File: config.mk
export PLATFORM = sky130hd
export DESIGN_NAME = axi_wr_burst_seq_flat
export DESIGN_NICKNAME = d
export VERILOG_FILES = /design/src/rtl/axi_wr_burst_seq_pkg.sv /design/src/rtl/axi_wr_burst_seq_if.sv /design/src/rtl/axi_wr_sample_pack.sv /design/src/rtl/axi_wr_burst_seq.sv /design/src/flat_wrapper.sv
export SDC_FILE = /design/constraint.sdc
export NUM_CORES = 2
export LEC_CHECK = 0
export CAP_MARGIN = 40
export CORE_ASPECT_RATIO = 0.5
export CORE_UTILIZATION = 56
export CTS_CLUSTER_DIAMETER = 30
export DETAILED_ROUTE_END_ITERATION = 16
export PLACE_DENSITY = 0.87
export REMOVE_ABC_BUFFERS = 1
export SLEW_MARGIN = 20
export SYNTH_ARGS = -nofsm -noshare
export SYNTH_HDL_FRONTEND = slang
export SYNTH_SLANG_ARGS = --single-unit
File: constraint.sdc
create_clock -name clock -period 4.91 [get_ports clock]
set_clock_uncertainty 0.1 [all_clocks]
set_input_delay 0.7365 -clock clock [delete_from_list [all_inputs] [get_ports clock]]
set_output_delay 0.7365 -clock clock [all_outputs]
set_load 0.02 [all_outputs]
File: src/rtl/axi_wr_burst_seq_pkg.sv
`default_nettype none
// ============================================================================
// Module      : axi_wr_burst_seq_pkg
// Description : Shared types for the ADC-to-AXI burst sequencer: write-side
//               FSM state encoding, helper status codes and a size helper.
// Revision    : 1.0 - initial release
// ============================================================================
package axi_wr_burst_seq_pkg;

  // Width of the helper status bus
  localparam int c_status_w = 2;

  // Write-side FSM states
  typedef enum logic [1:0] {
    ST_IDLE  = 2'd0,
    ST_ISSUE = 2'd1,
    ST_WAIT  = 2'd2
  } wr_state_t;

  // Status codes returned by the AXI-3 write helper
  typedef enum logic [1:0] {
    STAT_RDY  = 2'd0,
    STAT_WAIT = 2'd1,
    STAT_OK   = 2'd2,
    STAT_ERR  = 2'd3
  } wr_status_t;

  // AXI AxSIZE encoding for a given data-bus width in bits
  function automatic logic [2:0] f_size_code(input int bus_width);
    return 3'($clog2(bus_width / 8));
  endfunction

endpackage
`default_nettype wire

File: src/rtl/axi_wr_burst_seq_if.sv
`default_nettype none
// ============================================================================
// Module      : axi_wr_burst_seq_if
// Description : Enable/status handshake and burst payload between the burst
//               sequencer (master) and the AXI-3 write helper (slave).
// Revision    : 1.0 - initial release
// ============================================================================
interface axi_wr_burst_seq_if
  import axi_wr_burst_seq_pkg::*;
#(
  parameter int ADDR_WIDTH = 32,
  parameter int BUS_WIDTH  = 64,
  parameter int BURST_LEN  = 16
) ();

  logic                            wr_enable;
  logic [ADDR_WIDTH-1:0]           wr_addr;
  logic [BURST_LEN*BUS_WIDTH-1:0]  wr_data;
  logic [3:0]                      wr_burst_len;
  logic [2:0]                      wr_burst_size;
  logic [BUS_WIDTH/8-1:0]          wr_strb;
  logic [c_status_w-1:0]           wr_status;

  modport master (
    output wr_enable, wr_addr, wr_data, wr_burst_len, wr_burst_size, wr_strb,
    input  wr_status
  );

  modport slave (
    input  wr_enable, wr_addr, wr_data, wr_burst_len, wr_burst_size, wr_strb,
    output wr_status
  );

endinterface
`default_nettype wire

File: src/rtl/axi_wr_sample_pack.sv
`default_nettype none
// ============================================================================
// Module      : axi_wr_sample_pack
// Description : Packs SAMPLE_WIDTH samples into BUS_WIDTH words, LSB-first.
//               o_word/o_word_valid are combinational in the cycle the last
//               sample of a word is accepted, so the word can be banked on
//               the same edge. i_flush discards a partial word.
// Revision    : 1.0 - initial release
// ============================================================================
module axi_wr_sample_pack #(
  parameter int SAMPLE_WIDTH = 16,
  parameter int BUS_WIDTH    = 64
) (
  input  wire logic                    clock,
  input  wire logic                    reset,
  input  wire logic                    i_flush,
  input  wire logic [SAMPLE_WIDTH-1:0] i_sample_data,
  input  wire logic                    i_sample_accept,
  output logic      [BUS_WIDTH-1:0]    o_word,
  output logic                         o_word_valid
);

  localparam int SPW = BUS_WIDTH / SAMPLE_WIDTH;

  generate
    if (SPW == 1) begin : g_single
      assign o_word       = i_sample_data;
      assign o_word_valid = i_sample_accept;
    end else begin : g_multi
      localparam int               CNT_W  = $clog2(SPW);
      localparam logic [CNT_W-1:0] c_last = CNT_W'(SPW - 1);

      logic [CNT_W-1:0]     r_cnt;
      logic [BUS_WIDTH-1:0] r_shift;

      // New samples enter at the top so the oldest ends up in the LSBs
      assign o_word       = {i_sample_data, r_shift[BUS_WIDTH-1:SAMPLE_WIDTH]};
      assign o_word_valid = i_sample_accept && (r_cnt == c_last);

      // Shift register and sample-in-word counter; flush drops a partial word
      always_ff @(posedge clock) begin
        if (reset || i_flush) begin
          r_cnt   <= '0;
          r_shift <= '0;
        end else if (i_sample_accept) begin
          r_shift <= o_word;
          r_cnt   <= (r_cnt == c_last) ? '0 : r_cnt + CNT_W'(1);
        end
      end
    end
  endgenerate

endmodule
`default_nettype wire

File: src/rtl/axi_wr_burst_seq.sv
`default_nettype none
// ============================================================================
// Module      : axi_wr_burst_seq
// Description : Feeds the AXI-3 write helper from a continuous ADC sample
//               stream. Samples are packed into bus words, gathered into one
//               of two banks of BURST_LEN words, and each full bank is issued
//               as one burst into a circular SDRAM region. While one bank is
//               in flight the other keeps filling.
// Revision    : 1.0 - initial release
// ============================================================================
module axi_wr_burst_seq
  import axi_wr_burst_seq_pkg::*;
#(
  parameter int                    SAMPLE_WIDTH = 16,
  parameter int                    BUS_WIDTH    = 64,
  parameter int                    BURST_LEN    = 16,
  parameter int                    ADDR_WIDTH   = 32,
  parameter logic [ADDR_WIDTH-1:0] BASE_ADDR    = 32'h2000_0000,
  parameter int                    RING_BYTES   = 65536
) (
  input  wire logic                    clock,
  input  wire logic                    reset,
  input  wire logic                    run,
  input  wire logic                    clear,
  input  wire logic [SAMPLE_WIDTH-1:0] sample_data,
  input  wire logic                    sample_valid,
  output logic                         sample_ready,
  axi_wr_burst_seq_if.master           wr_if,
  output logic      [31:0]             word_count,
  output logic                         overflow,
  output logic                         wr_error
);

  localparam int BANK_W = BURST_LEN * BUS_WIDTH;
  localparam int IDX_W  = (BURST_LEN > 1) ? $clog2(BURST_LEN) : 1;

  localparam logic [IDX_W-1:0]      c_last_idx    = IDX_W'(BURST_LEN - 1);
  localparam logic [ADDR_WIDTH-1:0] c_burst_bytes = ADDR_WIDTH'(BURST_LEN * BUS_WIDTH / 8);
  localparam logic [ADDR_WIDTH-1:0] c_ring_bytes  = ADDR_WIDTH'(RING_BYTES);
  localparam logic [31:0]           c_burst_words = 32'(BURST_LEN);

  // Fill side
  logic [BANK_W-1:0]     r_bank [2];
  logic                  r_fill_sel;
  logic [IDX_W-1:0]      r_widx;
  logic                  r_fill_full;
  logic                  r_ready;
  logic [BUS_WIDTH-1:0]  w_word;
  logic                  w_word_valid;
  logic                  w_accept;
  logic                  w_last_word;
  logic                  w_fill_full;
  logic                  w_swap;
  logic                  w_wr_sel;

  // Write side
  wr_state_t             r_state;
  wr_state_t             w_next_state;
  wr_status_t            w_status;
  logic                  w_wr_enable;
  logic                  r_wr_busy;
  logic                  w_wr_free;
  logic                  w_complete;
  logic [ADDR_WIDTH-1:0] r_offset;
  logic [ADDR_WIDTH-1:0] w_offset_inc;

  // Sticky flags and counter
  logic [31:0]           r_word_count;
  logic                  r_overflow;
  logic                  r_wr_error;

  assign w_status     = wr_status_t'(wr_if.wr_status);
  assign sample_ready = run && r_ready;
  assign w_accept     = sample_valid && sample_ready;

  axi_wr_sample_pack #(
    .SAMPLE_WIDTH (SAMPLE_WIDTH),
    .BUS_WIDTH    (BUS_WIDTH)
  ) u_pack (
    .clock           (clock),
    .reset           (reset),
    .i_flush         (!run),
    .i_sample_data   (sample_data),
    .i_sample_accept (w_accept),
    .o_word          (w_word),
    .o_word_valid    (w_word_valid)
  );

  // The completing last word counts as "full" in its own cycle so an idle
  // write side can swap on the same edge, giving one-cycle issue latency.
  assign w_last_word = w_word_valid && (r_widx == c_last_idx);
  assign w_fill_full = r_fill_full || w_last_word;
  assign w_complete  = (r_state == ST_WAIT) &&
                       ((w_status == STAT_OK) || (w_status == STAT_ERR));
  assign w_wr_free   = !r_wr_busy || w_complete;
  assign w_swap      = run && w_fill_full && w_wr_free;
  assign w_wr_sel    = ~r_fill_sel;

  // Fill-bank bookkeeping: word index, full flag, ready and bank swap
  always_ff @(posedge clock) begin
    if (reset) begin
      r_fill_sel  <= 1'b0;
      r_widx      <= '0;
      r_fill_full <= 1'b0;
      r_ready     <= 1'b0;
    end else if (!run) begin
      // Stopping discards whatever was gathered but not yet in flight
      r_widx      <= '0;
      r_fill_full <= 1'b0;
      r_ready     <= 1'b1;
    end else if (w_swap) begin
      r_fill_sel  <= ~r_fill_sel;
      r_widx      <= '0;
      r_fill_full <= 1'b0;
      r_ready     <= 1'b1;
    end else if (w_word_valid) begin
      if (w_last_word) begin
        r_widx      <= '0;
        r_fill_full <= 1'b1;
        r_ready     <= 1'b0;
      end else begin
        r_widx      <= r_widx + IDX_W'(1);
      end
    end else begin
      r_ready <= !r_fill_full;
    end
  end

  // Bank storage: completed words land at the fill bank's current index
  always_ff @(posedge clock) begin
    if (reset) begin
      r_bank[0] <= '0;
      r_bank[1] <= '0;
    end else if (w_word_valid) begin
      r_bank[r_fill_sel][32'(r_widx) * BUS_WIDTH +: BUS_WIDTH] <= w_word;
    end
  end

  // Write-side FSM state register
  always_ff @(posedge clock) begin
    if (reset) begin
      r_state <= ST_IDLE;
    end else begin
      r_state <= w_next_state;
    end
  end

  // Write-side FSM next state and helper enable
  always_comb begin
    w_next_state = r_state;
    w_wr_enable  = 1'b0;
    case (r_state)
      ST_IDLE: begin
        if (r_wr_busy || w_swap) begin
          w_next_state = ST_ISSUE;
        end
      end
      ST_ISSUE: begin
        // Drop enable in the very cycle the helper reports it has taken the burst
        w_wr_enable = (w_status != STAT_WAIT);
        if (w_status == STAT_WAIT) begin
          w_next_state = ST_WAIT;
        end
      end
      ST_WAIT: begin
        if (w_complete) begin
          w_next_state = ST_IDLE;
        end
      end
      default: begin
        w_next_state = ST_IDLE;
      end
    endcase
  end

  assign w_offset_inc = r_offset + c_burst_bytes;

  // Write-bank busy flag and ring offset; the offset advances even on error
  always_ff @(posedge clock) begin
    if (reset) begin
      r_wr_busy <= 1'b0;
      r_offset  <= '0;
    end else begin
      if (w_swap) begin
        r_wr_busy <= 1'b1;
      end else if (w_complete) begin
        r_wr_busy <= 1'b0;
      end
      if (w_complete) begin
        r_offset <= (w_offset_inc == c_ring_bytes) ? '0 : w_offset_inc;
      end
    end
  end

  // Word counter and sticky flags; a same-cycle event beats clear
  always_ff @(posedge clock) begin
    if (reset) begin
      r_word_count <= '0;
      r_overflow   <= 1'b0;
      r_wr_error   <= 1'b0;
    end else begin
      if (w_complete && (w_status == STAT_OK)) begin
        r_word_count <= clear ? c_burst_words : r_word_count + c_burst_words;
      end else if (clear) begin
        r_word_count <= '0;
      end

      if (w_complete && (w_status == STAT_ERR)) begin
        r_wr_error <= 1'b1;
      end else if (clear) begin
        r_wr_error <= 1'b0;
      end

      if (sample_valid && !sample_ready && run) begin
        r_overflow <= 1'b1;
      end else if (clear) begin
        r_overflow <= 1'b0;
      end
    end
  end

  // Address is only presented while a burst is outstanding
  assign wr_if.wr_enable     = w_wr_enable;
  assign wr_if.wr_addr       = (r_state != ST_IDLE) ? (BASE_ADDR + r_offset) : '0;
  assign wr_if.wr_data       = r_bank[w_wr_sel];
  assign wr_if.wr_burst_len  = 4'(BURST_LEN - 1);
  assign wr_if.wr_burst_size = f_size_code(BUS_WIDTH);
  assign wr_if.wr_strb       = '1;

  assign word_count = r_word_count;
  assign overflow   = r_overflow;
  assign wr_error   = r_wr_error;

endmodule
`default_nettype wire
File: src/flat_wrapper.sv
// flat-port wrapper written by rule: the top's interface ports become plain ports
module axi_wr_burst_seq_flat import axi_wr_burst_seq_pkg::*;
#(
  parameter int                    SAMPLE_WIDTH = 16,
  parameter int                    BUS_WIDTH    = 64,
  parameter int                    BURST_LEN    = 16,
  parameter int                    ADDR_WIDTH   = 32,
  parameter logic [ADDR_WIDTH-1:0] BASE_ADDR    = 32'h2000_0000,
  parameter int                    RING_BYTES   = 65536
)
  (clock, reset, run, clear, sample_data, sample_valid, sample_ready, word_count, overflow, wr_error, wr_if_wr_enable, wr_if_wr_addr, wr_if_wr_data, wr_if_wr_burst_len, wr_if_wr_burst_size, wr_if_wr_strb, wr_if_wr_status);
  axi_wr_burst_seq_if #(.ADDR_WIDTH(ADDR_WIDTH), .BUS_WIDTH(BUS_WIDTH), .BURST_LEN(BURST_LEN)) wr_if_i ();
  input  wire logic clock;
  input  wire logic reset;
  input  wire logic run;
  input  wire logic clear;
  input  wire logic [SAMPLE_WIDTH-1:0] sample_data;
  input  wire logic sample_valid;
  output logic sample_ready;
  output logic      [31:0] word_count;
  output logic overflow;
  output logic wr_error;
  output wire logic [$bits(wr_if_i.wr_enable)-1:0] wr_if_wr_enable;
  output wire logic [$bits(wr_if_i.wr_addr)-1:0] wr_if_wr_addr;
  output wire logic [$bits(wr_if_i.wr_data)-1:0] wr_if_wr_data;
  output wire logic [$bits(wr_if_i.wr_burst_len)-1:0] wr_if_wr_burst_len;
  output wire logic [$bits(wr_if_i.wr_burst_size)-1:0] wr_if_wr_burst_size;
  output wire logic [$bits(wr_if_i.wr_strb)-1:0] wr_if_wr_strb;
  input wire logic [$bits(wr_if_i.wr_status)-1:0] wr_if_wr_status;
  assign wr_if_wr_enable = wr_if_i.wr_enable;
  assign wr_if_wr_addr = wr_if_i.wr_addr;
  assign wr_if_wr_data = wr_if_i.wr_data;
  assign wr_if_wr_burst_len = wr_if_i.wr_burst_len;
  assign wr_if_wr_burst_size = wr_if_i.wr_burst_size;
  assign wr_if_wr_strb = wr_if_i.wr_strb;
  assign wr_if_i.wr_status = wr_if_wr_status;
  axi_wr_burst_seq #(.SAMPLE_WIDTH(SAMPLE_WIDTH), .BUS_WIDTH(BUS_WIDTH), .BURST_LEN(BURST_LEN), .ADDR_WIDTH(ADDR_WIDTH), .BASE_ADDR(BASE_ADDR), .RING_BYTES(RING_BYTES)) u_core (.clock(clock), .reset(reset), .run(run), .clear(clear), .sample_data(sample_data), .sample_valid(sample_valid), .sample_ready(sample_ready), .wr_if(wr_if_i), .word_count(word_count), .overflow(overflow), .wr_error(wr_error));
endmodule
==> summary.txt <==
Run status
  – Status: finished clean

CTS
  – CTS H-Tree Depth: 4
  – Total CTS buffers: 248
  – CTS root buf: clkbuf_16
  – Hold_buf cts: 0
  – Deepest clock path buffer count: 4
  – Post-CTS setup buffer count: 0
  – Clock sink count: 2163
  – CTS tree: done
  – PostCTS Resize Cnt: 0
  – Clk pin slew, worst setup/hold paths: 60 ps
  – Clock Latency Late Sink: 880 ps

Yosys
  – Mapped Area: 0.0900 sq mm
  – Area leader, netlist: edfxtp_1
  – Avg Inst Size Synth: 13.6 sq um
  – Sequential element share of the synthesized area: 70.9%
  – Prevailing post-synth register cell: edfxtp_1
  – #FFs+latches synth: 2163
  – Ys async rst share: 0%
  – Mapped Cells: 6615
  – Syn. warnings: 0
  – Largest cells by area after synthesis: edfxtp_1 (68%), mux2_2 (13%), nor2_1 (7.8%)
  – Commonest cells post-synth: edfxtp_1 (2048), nor2_1 (1863), mux2_2 (1025)
  – Yosys top cell area share: 68.3%
  – Yosys cell types: 51
  – Most instantiated library cell after synthesis: edfxtp_1
  – EDFF count, synth: 2048

Route
  – Initial DRC Count: 8676
  – Post-route antenna net violation count: 0
  – DRC viols: 0
  – DR pass1 iterations: 7
  – DR WL/cell: 30.5 microns
  – DR vias: 61900
  – Post-Route WL: 307 mm
  – Number of vias per cell: 6.15

Critical path
  – Crit Path Max Fanout: 40
  – Crit path DAT: 3410 ps
  – Worst EP required: 4070 ps
  – Critical path launch point: u_core.r_fill_sel
  – Critical Path Sink Type: primary output
  – Worst r2r src: u_core.r_widx[0]
  – Reg2reg setup slack: 860 ps
  – CP Class: flop to primary output
  – CP Launch Type: flop

Power
  – Sw Ratio: 23.6%
  – Pint: 33200 uW
  – PwrDens: 383 mW/mm^2
  – Peak VDD IR: 0.000323 V
  – Pleak: 0.0365 uW
  – Switch Pwr: 10300 uW
  – Clk network pwr share: 44.4%
  – Comb pwr share: 6.8%
  – Part of the power in registers: 48.8%

Floorplanning
  – Initial Util: 56.7%
  – Die area: 0.162 sq mm
  – I/O Pins: 1130
  – Chip width: 569 microns
  – Core Area: 0.159 sq mm
  – Die H: 285 microns
  – Row cnt: 103

Timing
  – Endpoints failing hold: 0
  – Setup tns final: 0 ps
  – Setup violators final: 0
  – Minimum clock period: 4250 ps
  – Final Max Tran Viols: 0
  – RSZ-0062 raised after global routing: false
  – Slew HR: 35.6%
  – Worst Max-Slew Pin Slew: 965 ps
  – Achievable frequency: 235 MHz
  – Final worst path period share: 86.5%

GRT
  – First-pass GRT wire length: 422 mm
  – Busiest grt layer: met2
  – Largest net degree at the start of global routing: 144
  – Initial antenna violation count: 15
  – Gr ovfl total: 0
  – Met3 GRT Util: 7.89%
  – Met2 GRT Util: 56.3%
  – Vias in the first global route: 60000
  – Routing usage on met1: 43.3%
  – Gr usage total: 36.7%

Worst hold path
  – Worst hold path type: flop to flop
  – Min-Delay Startpoint: u_core.u_pack.g_multi.r_shift[25]

Placed design
  – Post-DP HPWL: 197 mm
  – Gp weighted congestion: 0.909
  – Post-DP Area: 0.105 sq mm
  – Port bufs: 1103

Layout
  – Layout cells sized above 1: 22.1%
  – Area Overhead vs Synth: 26.0%
  – Fin nets: 7719
  – Post-route cell area: 0.113 sq mm

Job
  – Max-cap violation count: 0
path summary, 6_finish.rpt:
check	to	cells after the start
worst max register to register	u_core.r_bank[0][193]	8
worst max-delay path	wr_if_wr_data[65]	4
worst min register to register	u_core.u_pack.g_multi.r_shift[25]	2
worst min-delay path	u_core.u_pack.g_multi.r_shift[25]	2
flip-flops by register name (all words and copies together) (netlist names):
signal	cells
u_core.u_pack.g_multi.r_cnt	2
u_core.r_offset	25
u_core.r_widx	4
u_core.r_fill_sel	1
u_core.r_wr_busy	1
u_core.r_bank	2048
u_core.overflow	1
u_core.r_ready	1
u_core.word_count	28
u_core.r_fill_full	1
u_core.u_pack.g_multi.r_shift	48
u_core.r_state	2
u_core.wr_error	1
power by group through the flow:
stage | combinational (uW) | clock, uW | sequential [uW]
global placement | 2850 | 0 | 21500
floorplan | 1290 | 0 | 21500
finish | 2940 | 19300 | 21200
global route | 2950 | 20000 | 21300
detailed placement | 2890 | 0 | 21600
CTS | 2910 | 19300 | 21200
routing by layer:
| layer | part of all wire (%) | routed length, microns |
|---|---|---|
| met5 | 0.020 | 62 |
| met1 | 32 | 99400 |
| met3 | 11 | 33100 |
| met4 | 12 | 35700 |
| met2 | 45 | 138000 |
cell type report:
type                            count  area [sq um]
Antenna cell                       10          25.0
Fill cell                        9357         45200
Tap cell                         2152          2690
Multi-Input combinational cell   3946         24500
Clock inverter                    187          2200
Inverter                           10          37.5
Sequential cell                  2163         63800
Clock buffer                      272          6350
Timing Repair Buffer             1317         13800
cell families (layout without fill, tap and decap cells):
group | after synthesis | count (layout) | share of synthesized area (%)
AOI/OAI and AO/OA | 110 | 110 | 0.680
xor gates and xnor gates | 52 | 52 | 0.506
adders and majority gates | 10 | 10 | 0.139
buffers and inverters | 530 | 1786 | 2.34
DFF | 2163 | 2163 | 70.9
muxes | 1026 | 1026 | 12.8
other | 2 | 36 | 0.00834
and+or+nand+nor | 2722 | 2722 | 12.6
worst max-delay path, cell delays in order, from the launching register on:
cell and delay (ps):
dfxtp_4 620, buf_12 260, buf_4 510, mux2_2 420, clkdlybuf4s50_1 640
cell usage in the layout, fill, tap and decap left out, types with 74 or more instances in the layout:
cell type        count
mux2_2            1025
dfxtp_1            112
nand2_1            389
and2_1             195
nor2_1            1862
buf_4              119
a21oi_1             74
edfxtp_1          2048
clkbuf_16          250
clkdlybuf4s50_1   1102
per-stage QoR:
step | cells | setup WS [ps] | hold WS, ps | total power [uW] | util [%]
after global placement | 9544 | 599 | 342 | 24400 | 65.6
after detailed placement | 9575 | 511 | 360 | 24500 | 65.9
after global routing | 10000 | 627 | 394 | 44300 | 71.5
final | 10100 | 661 | 385 | 43500 | 71.5
after CTS | 10000 | 689 | 379 | 43400 | 71.3
after floorplan | 6119 | -34500 | 340 | 22800 | -
Note: power is estimated with default switching activity, not from simulation.
